## src/rtl/ext_bus_responder_pkg.sv

```systemverilog
// Shared types, timing defaults and address decode for the external bus responder.
package ext_bus_responder_pkg;

    localparam int unsigned ADDR_W = 24;
    localparam int unsigned DATA_W = 32;
    localparam int unsigned BYTE_W = 8;
    localparam int unsigned CNT_W  = 8;

    localparam int unsigned DEF_LATCH_CYCLES  = 2;
    localparam int unsigned DEF_ACCESS_CYCLES = 3;
    localparam logic [15:0] DEF_ROM_TOP       = 16'h7FFF;

    typedef enum logic [1:0] {CHIP_NONE, CHIP_ROM, CHIP_RAM} chip_e;
    typedef enum logic [1:0] {REQ_IDLE, REQ_RUN, REQ_DONE} reqState_e;
    typedef enum logic [2:0] {BC_IDLE, BC_LATCH_LO, BC_LATCH_HI, BC_ACCESS, BC_RECOVER} bcState_e;

    typedef struct packed {
        logic [ADDR_W-1:0] addr;
        logic              isWrite;
        logic              skipHi;
        logic [BYTE_W-1:0] data;
    } byteReq_t;

    function automatic chip_e decodeChip(input logic [ADDR_W-1:0] addr, input logic [15:0] romTop);
        chip_e chip;
        if (addr[23:16] != 8'h00)     chip = CHIP_NONE;
        else if (addr[15:0] <= romTop) chip = CHIP_ROM;
        else                           chip = CHIP_RAM;
        return chip;
    endfunction

    // A byte with no device behind it, or a write aimed at ROM, produces no bus activity.
    function automatic logic isSuppressed(input chip_e chip, input logic isWrite);
        return (chip == CHIP_NONE) || (isWrite && (chip == CHIP_ROM));
    endfunction

endpackage

```

## src/rtl/ext_bus_responder_byte_cycle.sv

```systemverilog
// Runs the latch / access / recover sequence for one byte on the multiplexed bus.
module ext_bus_responder_byte_cycle
    import ext_bus_responder_pkg::*;
#(
    parameter int unsigned LATCH_CYCLES  = DEF_LATCH_CYCLES,
    parameter int unsigned ACCESS_CYCLES = DEF_ACCESS_CYCLES,
    parameter logic [15:0] ROM_TOP       = DEF_ROM_TOP
) (
    input  logic              clk,
    input  logic              rst,
    input  logic              start,
    input  logic [ADDR_W-1:0] addr,
    input  logic              isWrite,
    input  logic              skipHi,
    input  logic [BYTE_W-1:0] wdata,
    input  logic [BYTE_W-1:0] ioIn,
    output logic              done_c,
    output logic [BYTE_W-1:0] rdata,
    output logic [BYTE_W-1:0] ioOut,
    output logic              ioOe,
    output logic              addressLatch0,
    output logic              addressLatch1,
    output logic              ramChipEnable,
    output logic              ramRead,
    output logic              ramWrite,
    output logic              romChipEnable,
    output logic              romRead
);

    localparam logic [CNT_W-1:0] LATCH_LAST  = CNT_W'(LATCH_CYCLES);
    localparam logic [CNT_W-1:0] ACCESS_LAST = CNT_W'(ACCESS_CYCLES - 1);

    bcState_e          state, nextState;
    logic [CNT_W-1:0]  cnt, nextCnt;
    byteReq_t          cur, nxt;
    chip_e             curChip, nxtChip;
    logic              curSup, nxtSup;
    logic              ioOeN, latch0N, latch1N, ramCeN, ramRdN, ramWrN, romCeN, romRdN;
    logic [BYTE_W-1:0] ioOutN;

    always_ff @(posedge clk or posedge rst) begin
        if (rst) begin
            state <= BC_IDLE;
            cnt   <= '0;
            cur   <= '0;
        end else begin
            state <= nextState;
            cnt   <= nextCnt;
            cur   <= nxt;
        end
    end

    // Outputs are decoded from the next state so the strobes leave a register.
    always_comb begin
        nxt       = cur;
        nextState = state;
        nextCnt   = cnt;
        done_c    = 1'b0;
        ioOeN     = 1'b0;
        ioOutN    = '0;
        latch0N   = 1'b0;
        latch1N   = 1'b0;
        ramCeN    = 1'b0;
        ramRdN    = 1'b0;
        ramWrN    = 1'b0;
        romCeN    = 1'b0;
        romRdN    = 1'b0;

        if (start) begin
            nxt.addr    = addr;
            nxt.isWrite = isWrite;
            nxt.skipHi  = skipHi;
            nxt.data    = wdata;
        end
        curChip = decodeChip(cur.addr, ROM_TOP);
        curSup  = isSuppressed(curChip, cur.isWrite);
        nxtChip = decodeChip(nxt.addr, ROM_TOP);
        nxtSup  = isSuppressed(nxtChip, nxt.isWrite);

        case (state)
            BC_LATCH_LO: begin
                nextCnt = cnt + CNT_W'(1);
                if (cnt == LATCH_LAST) begin
                    nextState = cur.skipHi ? BC_ACCESS : BC_LATCH_HI;
                    nextCnt   = '0;
                end
            end
            BC_LATCH_HI: begin
                nextCnt = cnt + CNT_W'(1);
                if (cnt == LATCH_LAST) begin
                    nextState = BC_ACCESS;
                    nextCnt   = '0;
                end
            end
            BC_ACCESS: begin
                nextCnt = cnt + CNT_W'(1);
                if (curSup) begin
                    done_c    = 1'b1;
                    nextState = BC_IDLE;
                end else if (cnt == ACCESS_LAST) begin
                    nextState = BC_RECOVER;
                    nextCnt   = '0;
                end
            end
            BC_RECOVER: begin
                done_c    = 1'b1;
                nextState = BC_IDLE;
            end
            default: nextState = BC_IDLE;
        endcase

        if (start) begin
            nextState = nxtSup ? BC_ACCESS : BC_LATCH_LO;
            nextCnt   = '0;
        end

        case (nextState)
            BC_LATCH_LO: begin
                ioOeN   = 1'b1;
                ioOutN  = nxt.addr[7:0];
                latch0N = (nextCnt < LATCH_LAST);
            end
            BC_LATCH_HI: begin
                ioOeN   = 1'b1;
                ioOutN  = nxt.addr[15:8];
                latch1N = (nextCnt < LATCH_LAST);
            end
            BC_ACCESS: begin
                if (!nxtSup) begin
                    if (nxt.isWrite) begin
                        ioOeN  = 1'b1;
                        ioOutN = nxt.data;
                        ramCeN = 1'b1;
                        ramWrN = 1'b1;
                    end else if (nxtChip == CHIP_ROM) begin
                        romCeN = 1'b1;
                        romRdN = 1'b1;
                    end else begin
                        ramCeN = 1'b1;
                        ramRdN = 1'b1;
                    end
                end
            end
            default: ;
        endcase
    end

    always_ff @(posedge clk or posedge rst) begin
        if (rst) begin
            ioOe          <= 1'b0;
            ioOut         <= '0;
            addressLatch0 <= 1'b0;
            addressLatch1 <= 1'b0;
            ramChipEnable <= 1'b0;
            ramRead       <= 1'b0;
            ramWrite      <= 1'b0;
            romChipEnable <= 1'b0;
            romRead       <= 1'b0;
            rdata         <= '0;
        end else begin
            ioOe          <= ioOeN;
            ioOut         <= ioOutN;
            addressLatch0 <= latch0N;
            addressLatch1 <= latch1N;
            ramChipEnable <= ramCeN;
            ramRead       <= ramRdN;
            ramWrite      <= ramWrN;
            romChipEnable <= romCeN;
            romRead       <= romRdN;
            if (start)
                rdata <= '0;
            else if (state == BC_ACCESS && !curSup && !cur.isWrite && cnt == ACCESS_LAST)
                rdata <= ioIn;
        end
    end

endmodule

```

## src/rtl/ext_bus_responder.sv

```systemverilog
// Memory-side responder: accepts 1-4 byte cpu requests and sequences byte cycles on the external bus.
module ext_bus_responder
    import ext_bus_responder_pkg::*;
#(
    parameter int unsigned LATCH_CYCLES  = DEF_LATCH_CYCLES,
    parameter int unsigned ACCESS_CYCLES = DEF_ACCESS_CYCLES,
    parameter logic [15:0] ROM_TOP       = DEF_ROM_TOP
) (
    input  logic              clk,
    input  logic              rst,
    input  logic [ADDR_W-1:0] address,
    input  logic              read,
    input  logic              write,
    input  logic [DATA_W-1:0] dataIn,
    input  logic [1:0]        byteCount,
    input  logic              dataInReady,
    output logic [DATA_W-1:0] dataOut,
    output logic              dataOutReady,
    output logic              busy,
    output logic [BYTE_W-1:0] ioOut,
    input  logic [BYTE_W-1:0] ioIn,
    output logic              ioOe,
    output logic              addressLatch0,
    output logic              addressLatch1,
    output logic              ramChipEnable,
    output logic              ramRead,
    output logic              ramWrite,
    output logic              romChipEnable,
    output logic              romRead
);

    reqState_e         state, nextState;
    logic [ADDR_W-1:0] curAddr, nextAddr_c, startAddr_c;
    logic [1:0]        count, idx;
    logic              isWriteR;
    logic [23:0]       wdataR;
    logic [DATA_W-1:0] rdataAcc, assembled_c;
    logic [BYTE_W-1:0] startData_c, rdataByte;
    logic              accept_c, lastByte_c, byteDone_c, start_c, startWrite_c, skipHi_c;

    always_ff @(posedge clk or posedge rst) begin
        if (rst) state <= REQ_IDLE;
        else     state <= nextState;
    end

    // Request acceptance, next-byte launch and page-reuse decision.
    always_comb begin
        nextState    = state;
        start_c      = 1'b0;
        startAddr_c  = address;
        startWrite_c = !read;
        startData_c  = dataIn[7:0];
        skipHi_c     = 1'b0;
        accept_c     = (state == REQ_IDLE) && (read || (write && dataInReady));
        lastByte_c   = (idx == count);
        nextAddr_c   = curAddr + ADDR_W'(1);
        assembled_c  = rdataAcc | (DATA_W'(rdataByte) << {idx, 3'b000});

        case (state)
            REQ_IDLE: begin
                if (accept_c) begin
                    start_c   = 1'b1;
                    nextState = REQ_RUN;
                end
            end
            REQ_RUN: begin
                if (byteDone_c) begin
                    if (lastByte_c) begin
                        nextState = REQ_DONE;
                    end else begin
                        start_c      = 1'b1;
                        startAddr_c  = nextAddr_c;
                        startWrite_c = isWriteR;
                        startData_c  = wdataR[7:0];
                        skipHi_c     = !isSuppressed(decodeChip(curAddr, ROM_TOP), isWriteR)
                                       && (nextAddr_c[15:8] == curAddr[15:8]);
                    end
                end
            end
            default: nextState = REQ_IDLE;
        endcase
    end

    always_ff @(posedge clk or posedge rst) begin
        if (rst) begin
            curAddr      <= '0;
            count        <= '0;
            idx          <= '0;
            isWriteR     <= 1'b0;
            wdataR       <= '0;
            rdataAcc     <= '0;
            dataOut      <= '0;
            dataOutReady <= 1'b0;
            busy         <= 1'b0;
        end else begin
            dataOutReady <= (nextState == REQ_DONE);
            busy         <= (nextState != REQ_IDLE);
            if (accept_c) begin
                curAddr  <= address;
                count    <= byteCount;
                idx      <= '0;
                isWriteR <= !read;
                wdataR   <= dataIn[31:8];
                rdataAcc <= '0;
            end else if (state == REQ_RUN && byteDone_c) begin
                if (!lastByte_c) begin
                    curAddr  <= nextAddr_c;
                    idx      <= idx + 2'd1;
                    wdataR   <= wdataR >> 8;
                    rdataAcc <= assembled_c;
                end else if (!isWriteR) begin
                    dataOut <= assembled_c;
                end
            end
        end
    end

    ext_bus_responder_byte_cycle #(
        .LATCH_CYCLES (LATCH_CYCLES),
        .ACCESS_CYCLES(ACCESS_CYCLES),
        .ROM_TOP      (ROM_TOP)
    ) u_byteCycle (
        .clk          (clk),
        .rst          (rst),
        .start        (start_c),
        .addr         (startAddr_c),
        .isWrite      (startWrite_c),
        .skipHi       (skipHi_c),
        .wdata        (startData_c),
        .ioIn         (ioIn),
        .done_c       (byteDone_c),
        .rdata        (rdataByte),
        .ioOut        (ioOut),
        .ioOe         (ioOe),
        .addressLatch0(addressLatch0),
        .addressLatch1(addressLatch1),
        .ramChipEnable(ramChipEnable),
        .ramRead      (ramRead),
        .ramWrite     (ramWrite),
        .romChipEnable(romChipEnable),
        .romRead      (romRead)
    );

endmodule
```

## config.mk

```make
export PLATFORM = sky130hd
export DESIGN_NAME = ext_bus_responder
export DESIGN_NICKNAME = d
export VERILOG_FILES = /design/src/rtl/ext_bus_responder_pkg.sv /design/src/rtl/ext_bus_responder_byte_cycle.sv /design/src/rtl/ext_bus_responder.sv
export SDC_FILE = /design/constraint.sdc
export NUM_CORES = 1
export LEC_CHECK = 0
export CAP_MARGIN = 30
export CORE_UTILIZATION = 40
export DETAILED_ROUTE_END_ITERATION = 6
export SYNTH_ARGS = -nofsm -noshare
export SYNTH_HDL_FRONTEND = slang
export SYNTH_HIERARCHICAL = 1
export SYNTH_SLANG_ARGS = --single-unit
```

## constraint.sdc

```tcl
create_clock -name clk -period 8 [get_ports clk]
set_input_delay 0.8 -clock clk [delete_from_list [all_inputs] [get_ports clk]]
set_output_delay 0.8 -clock clk [all_outputs]
set_load 0.02 [all_outputs]
```

Word level (Yosys, flattened, before mapping)
Index checks and enable logic that the tools add are counted.
{"block": "word_totals", "regBits": 189, "output_inout_bits": 50}
{"block": "classes", "addsub": 3, "magnitude_cmp": 4, "eq_ne": 16, "n_shift": 1, "muxes": 78, "bitwise": 3, "n_reduce_logical": 32}
{"op": "2-to-1 mux 24 bit", "n": 9}
{"op": "2-to-1 mux 32 bit", "n": 3}
{"op": "2-to-1 mux 8 bit", "n": 10}
{"op": "<= comparator 16 x 15 -> 1 bit, second input constant", "n": 3}
{"op": "2-to-1 mux 34 bit", "n": 1}
{"op": "2-to-1 mux 2 bit", "n": 16}
{"op": "bitwise OR 32 bit", "n": 1}
{"op": "<< shifter 8 x 5 -> 32 bit", "n": 1}
{"op": "2-to-1 mux 1 bit", "n": 27}
{"op": "adder 24 x 1 -> 24 bit, second input constant", "n": 1}
{"op": "case mux 8 bit (3 select lines)", "n": 1}
{"op": "nonzero test 8 bit", "n": 3}
{"op": "case mux 8 bit (2 select lines)", "n": 1}
{"op": "2-to-1 mux 3 bit", "n": 5}
{"op": "equality test 3 x 2 -> 1 bit, second input constant", "n": 4}
{"op": "logical AND 1 bit", "n": 10}
{"op": "case mux 3 bit (3 select lines)", "n": 1}
{"op": "adder 8 x 1 -> 8 bit, second input constant", "n": 1}
{"op": "equality test 2 x 1 -> 1 bit, second input constant", "n": 4}
{"op": "equality test 8 x 2 -> 1 bit, second input constant", "n": 1}
{"op": "equality test 8 bit", "n": 1}
{"op": "zero test 2 bit", "n": 4}
{"op": "less-than comparator 8 x 2 -> 1 bit, second input constant", "n": 1}
{"op": "equality test 3 x 1 -> 1 bit, second input constant", "n": 2}
{"op": "14 further kinds", "n": 26}

Longest topological paths before layout
{"block": "depth", "depth_word": 30, "mapped_depth": 16}

By module
Netlist, hierarchy kept.
{"module": "ext_bus_responder", "n_inst": 1, "cells_per_inst": 646, "area_each_um2": 5894.4}
{"module": "ext_bus_responder_byte_cycle", "n_inst": 1, "cells_per_inst": 261, "area_each_um2": 3179.3}

Least setup slack after synthesis
Ideal clock, no wire load.
{"block": "synth_timing", "path_type": "flip-flop to flip-flop", "start": "register u_byteCycle.state[2]", "end": "register u_byteCycle.ioOut[0]", "t_arrival_ps": 3158, "slack_ps": 4760, "stages_incl_launch_ff": 17, "n_path_buf": 3, "cell_sequence": "dfrtp_1 > nand3b_1 > a41oi_1 > a21o_1 > nand3b_1 > a21o_1 > buf_6 > buf_2 > buf_2 > nand2_1 > o21ai_0 > nor4_1 > nand3_1 > o31ai_1 > o2111ai_1 > nand2b_1 > a31oi_1"}
{"block": "synth_via", "word_cells_on_any_way": 35, "cone_classes": "order compare (1); eq/ne (8); mux (22); reduce/logical (4)"}
{"element": "start: declaration", "line": "ext_bus_responder_byte_cycle.sv:33", "text": "bcState_e state, nextState;"}
{"element": "start signal: assignment", "line": "ext_bus_responder_byte_cycle.sv:47", "text": "state <= nextState;"}
{"element": "equality test 3 bit / equality test 3 x 2 -> 1 bit (equally long branches)", "line": "ext_bus_responder_byte_cycle.sv:80", "text": "case (state)"}
{"element": "case mux 1 bit (2 select lines) (*)", "line": "ext_bus_responder_byte_cycle.sv:80"}
{"element": "net byteDone_c", "line": "ext_bus_responder.sv:39", "text": "logic accept_c, lastByte_c, byteDone_c, start_c, startWrite_c, skipHi_c;"}
{"element": "2-to-1 mux 24 bit (*)", "line": "ext_bus_responder.sv:67", "text": "if (byteDone_c) begin"}
{"element": "2-to-1 mux 24 bit (*)", "line": "ext_bus_responder.sv:59", "text": "case (state)"}
{"element": "net startAddr_c[16]", "line": "ext_bus_responder.sv:33", "text": "logic [ADDR_W-1:0] curAddr, nextAddr_c, startAddr_c;"}
{"element": "2-to-1 mux 34 bit (*)", "line": "ext_bus_responder_byte_cycle.sv:69", "text": "if (start) begin"}
{"element": "nonzero test 8 bit (*)", "line": "ext_bus_responder_pkg.sv:26", "text": "if (addr[23:16] != 8'h00) chip = CHIP_NONE;"}
{"element": "2-to-1 mux 2 bit (*)", "line": "ext_bus_responder_pkg.sv:26"}
{"element": "equality test 2 x 1 -> 1 bit", "line": "ext_bus_responder_pkg.sv:34", "text": "return (chip == CHIP_NONE) || (isWrite && (chip == CHIP_ROM));"}
{"element": "logical AND 1 bit", "line": "ext_bus_responder_pkg.sv:34"}
{"element": "logical OR 1 bit (*)", "line": "ext_bus_responder_pkg.sv:34"}
{"element": "2-to-1 mux 2 bit", "line": "ext_bus_responder_byte_cycle.sv:113", "text": "nextState = nxtSup ? BC_ACCESS : BC_LATCH_LO;"}
{"element": "2-to-1 mux 3 bit", "line": "ext_bus_responder_byte_cycle.sv:112", "text": "if (start) begin"}
{"element": "equality test 3 x 2 -> 1 bit / equality test 3 x 1 -> 1 bit (equally long branches)", "line": "ext_bus_responder_byte_cycle.sv:117", "text": "case (nextState)"}
{"element": "case mux 8 bit (3 select lines) (*)", "line": "ext_bus_responder_byte_cycle.sv:117"}
{"element": "net u_byteCycle.ioOutN[0]", "line": "ext_bus_responder_byte_cycle.sv:39", "text": "logic [BYTE_W-1:0] ioOutN;"}
{"element": "end signal: assignment", "line": "ext_bus_responder_byte_cycle.sv:162", "text": "ioOut <= ioOutN;"}
{"element": "end: declaration", "line": "ext_bus_responder_byte_cycle.sv:19", "text": "output logic [BYTE_W-1:0] ioOut,"}
The timed path passes the listed nets; every way through them passes the cells marked *.
A chain may end at the register's enable or synchronous reset.

Final worst setup path
{"block": "layout_timing", "start": "register u_byteCycle/cur[27] (netlist bit)", "end": "register u_byteCycle.ioOut[4]"}
{"block": "layout_via", "word_cells_on_any_way": 35, "cone_classes": "order compare (1); eq/ne (5); mux (21); reduce/logical (8)"}
{"element": "start: declaration", "line": "ext_bus_responder_byte_cycle.sv:35", "text": "byteReq_t cur, nxt;"}
{"element": "start signal: assignment", "line": "ext_bus_responder_byte_cycle.sv:49", "text": "cur <= nxt;"}
{"element": "nonzero test 8 bit (*)", "line": "ext_bus_responder_pkg.sv:26"}
{"element": "2-to-1 mux 2 bit (*)", "line": "ext_bus_responder_pkg.sv:26"}
{"element": "equality test 2 x 1 -> 1 bit", "line": "ext_bus_responder_pkg.sv:34"}
{"element": "logical AND 1 bit", "line": "ext_bus_responder_pkg.sv:34"}
{"element": "logical OR 1 bit (*)", "line": "ext_bus_responder_pkg.sv:34"}
{"element": "2-to-1 mux 1 bit (*)", "line": "ext_bus_responder_byte_cycle.sv:97", "text": "if (curSup) begin"}
{"element": "case mux 1 bit (2 select lines) (*)", "line": "ext_bus_responder_byte_cycle.sv:80"}
{"element": "net byteDone_c", "line": "ext_bus_responder.sv:39"}
{"element": "[... 2 more ...]"}
{"element": "net startWrite_c", "line": "ext_bus_responder.sv:39"}
{"element": "2-to-1 mux 34 bit (*)", "line": "ext_bus_responder_byte_cycle.sv:69"}
{"element": "logical AND 1 bit", "line": "ext_bus_responder_pkg.sv:34"}
{"element": "logical OR 1 bit", "line": "ext_bus_responder_pkg.sv:34"}
{"element": "2-to-1 mux 2 bit", "line": "ext_bus_responder_byte_cycle.sv:113"}
{"element": "2-to-1 mux 3 bit", "line": "ext_bus_responder_byte_cycle.sv:112"}
{"element": "equality test 3 x 2 -> 1 bit / equality test 3 x 1 -> 1 bit (equally long branches)", "line": "ext_bus_responder_byte_cycle.sv:117"}
{"element": "case mux 8 bit (3 select lines) (*)", "line": "ext_bus_responder_byte_cycle.sv:117"}
{"element": "net u_byteCycle.ioOutN[4]", "line": "ext_bus_responder_byte_cycle.sv:39"}
Marks and branches as above.

==> flow_metrics.py <==
metrics = {
    "status": {
        "failed_checks": "design-rule violations",
        "status": "complete, but fails checks",
    },
    "synth": {
        "synth_compound_area_frac": 0.171,
        "ys_ff_latch": 189,
        "yosys.area_share.simple": 0.186,
        "synth_mux_area_frac": 0.0407,
        "ys_warn_count": 6,
        "synth_cell_types": 68,
        "synth_top_family_by_area": "simple AND/OR/NAND/NOR gates",
        "synth_xor_area_frac": 0.0325,
        "synth_edf_count": 0,
        "netlist_area_mm2": 0.00907,
        "synth_fa_ha_area_frac": 0.00414,
        "synthFlopType": "dfrtp_1",
        "syn_inst": 907,
        "avgSynthCellArea_um2": 10.0,
        "synth_top_area_share": 0.521,
        "synth_sequential_area_ratio": 0.521,
        "mappedNetlistNets": 981,
        "synth-async-reset-ratio": 1.00,
        "synth_area_leaders": "dfrtp_1 52%, nand2_1 5.9%, a21oi_1 4.2%",
        "yosys.area.top_type": "dfrtp_1",
    },
    "placed_design": {
        "place_congestion": 0.788,
        "port-buffer-count": 120,
        "hpwl_mm": 15.3,
        "dp_cells": 1248,
    },
    "clocking": {
        "htreeDepth": 4,
        "numCtsBuffers": 17,
        "cts_setup_buffers": 0,
        "cts_tree": "built",
        "cts-root-buf": "clkbuf_16",
        "clk_path_buf_depth": 2,
        "cts_sinks": 189,
        "clk-insertion-delay-late_ns": 0.44,
        "ctsHoldBuffers": 0,
        "cts.reportedPaths.clkPinSlew_ns": 0.08,
        "cts-resized-gates": 0,
    },
    "floorplan": {
        "start_util": 0.412,
        "num_rows": 54,
        "boundaryPins": 121,
        "die_x_um": 153,
        "die_h_um": 153,
        "die_area_mm2": 0.0233,
        "core_mm2": 0.0220,
    },
    "timing": {
        "slew_headroom": 0.418,
        "max_clock_freq_mhz": 230,
        "maxSlewViolCount": 0,
        "hold_viol": 0,
        "setup_tns_ns": 0,
        "grt_setup_unrepaired": "false",
        "worst_slew_pin_slew_ns": 0.873,
        "whs_ns": 0.478,
        "final.period_utilization": 0.543,
        "finalSetupViolations": 0,
        "fin_worst_skew_ns": 0.0168,
        "min_period_ns": 4.34,
    },
    "cells_and_area": {
        "area_growth_pct": 21.3,
        "nets": 1062,
        "drive_gt1_frac": 0.107,
        "layout_commonest_cell": "dfrtp_1",
        "antenna_cells": 0,
        "final_cells": 1281,
        "mostFrequentLayoutCells": "189 x dfrtp_1, 142 x nand2_1, 120 x clkdlybuf4s50_1, 76 x a21oi_1, 75 x nor2_1",
    },
    "setup_path": {
        "cp_top_family": "compound AO/OA/AOI/OAI gates",
        "crit_start": "u_byteCycle/cur[27]",
        "critical_path_class": "reg -> reg",
        "crit_slowest_cell": "buf_4",
        "max_stage_delay_ns": 0.51,
        "crit_end": "u_byteCycle/ioOut[4]",
        "ff2ff_path_depth": 14,
        "cp_num_cells": 14,
        "worstPathRequired_ns": 8.35,
        "regToRegEndpoint": "u_byteCycle/ioOut[4]",
        "path_max_fanout": 56,
        "critPathBufInv": 2,
        "crit-reg2reg-launch": "u_byteCycle/cur[27]",
        "r2r_slack_ns": 3.66,
        "cp-start-kind": "flip-flop",
        "arrival_ns": 4.69,
        "path_cells": "nor3_1 > a41oi_1 > a21o_1 > nand3b_1 > a21o_2 > buf_4 > buf_4 > nor2_1 > a21oi_1 > nand2_1 > a21oi_1 > o2111ai_1 > nand2b_1 > a31oi_1",
        "critPathCaptureType": "flip-flop",
    },
    "run": {
        "maxCapViolations": 0,
    },
    "drt": {
        "routedWlPerCell_um": 17.6,
        "viasPerCell": 5.52,
        "drt.antenna.violating_nets": 0,
        "routed_wl_mm": 22.6,
        "dr.pass1.iters": 7,
        "drt-initial-drc-count": 471,
        "vias": 7077,
        "post-route-drc-count": 8,
    },
    "global_route": {
        "grt_overflow_total": 0,
        "grt_pass1_wl_mm": 37.7,
        "grt_max_degree": 76,
        "track_usage": 0.205,
        "grt_pass1_vias": 6962,
        "antenna_found_initial": 0,
    },
    "power_and_ir_drop": {
        "fin_total_pwr_mw": 4.15,
        "vdd_ir_drop_max_v": 0.000154,
        "cellPowerDensity_mw_per_mm2": 377,
        "leakage_nw": 4.69,
    },
    "hold_path": {
        "hold_class": "reg -> reg",
    },
}
cells in the mapped netlist, types with 9 or more instances:
master and instances:
clkbuf_1 26, nand2b_1 13, inv_1 12, nand3b_1 9
o21ai_0 39, a31oi_1 15, nor4_1 9, a221o_1 12
a22oi_1 16, nor3_1 13, nor2_1 75, buf_2 23
nand3_1 20, mux2_2 31, a21oi_1 76, a22o_1 38
xor2_1 9, xnor2_1 21, nand2_1 142, dfrtp_1 189
layer usage:
metal | global-route usage | part of all wire
met5 | 0 | 0
met4 | 0.0640 | 0.016
met3 | 0.0299 | 0.046
met1 | 0.298 | 0.48
met2 | 0.314 | 0.45
cells by family (layout without fill, tap and decap cells):
kind of cell | count (synthesis) | in the layout
AOI/OAI and AO/OA | 230 | 230
adders and majority gates | 3 | 3
xor gates and xnor gates | 32 | 32
and+or+nand+nor | 337 | 337
muxes | 33 | 33
buffers and inverters | 83 | 177
DFF | 189 | 189
power by group:
group	total, mW	switching, mW	internal (mW)	leakage [nW]
clock network	0.871	0.443	0.429	0.299
registers	1.57	0.269	1.30	2.40
logic	1.71	0.964	0.747	1.99
tightest hold or removal path, delay by kind of cell, from the launching register on:
| family | cells | cell delay, ns |
|---|---|---|
| DFF | 1 | 0.34 |
| and+or+nand+nor | 2 | 0.10 |
worst min-delay path by stage:
stage	startpoint	to	slack [ns]	depth (start not counted)
2_1_floorplan	wdataR[0]	wdataR[0]	0.45	2
3_3_place_gp	wdataR[7]	wdataR[7]	0.46	2
3_5_place_dp	wdataR[7]	wdataR[7]	0.46	2
4_1_cts	wdataR[5]	wdataR[5]	0.48	2
5_1_grt	wdataR[14]	wdataR[6]	0.51	2
6_report	wdataR[5]	wdataR[5]	0.48	2
final cells by class:
class	instances	area [um^2]
timing repair buffer	131	1310
clock buffer	17	425
sequential	189	4730
multi-input combinational	635	3960
clock inverter	15	185
fill	2098	11000
tap	280	350
inverter	14	55.1
stage by stage:
stage / worst slack [ns] / utilization / cell area, um^2
after CTS: 3.67 / 0.499 / 11000
after floorplan: 3.99 / - / 9070
final: 3.66 / 0.500 / 11000
after global routing: 3.32 / 0.500 / 11000
after global placement: 3.37 / 0.470 / 10400
after detailed placement: 3.68 / 0.471 / 10400
registers in the layout (all words and copies together), names as in the netlist, 2 cells and up:
signal / cells
u_byteCycle/ioOut: 8
wdataR: 24
u_byteCycle/state: 3
dataOut: 32
curAddr: 24
state: 2
idx: 2
u_byteCycle/rdata: 8
u_byteCycle/cur: 34
u_byteCycle/cnt: 8
rdataAcc: 32
count: 2
Power figures use the tool's default switching activity.
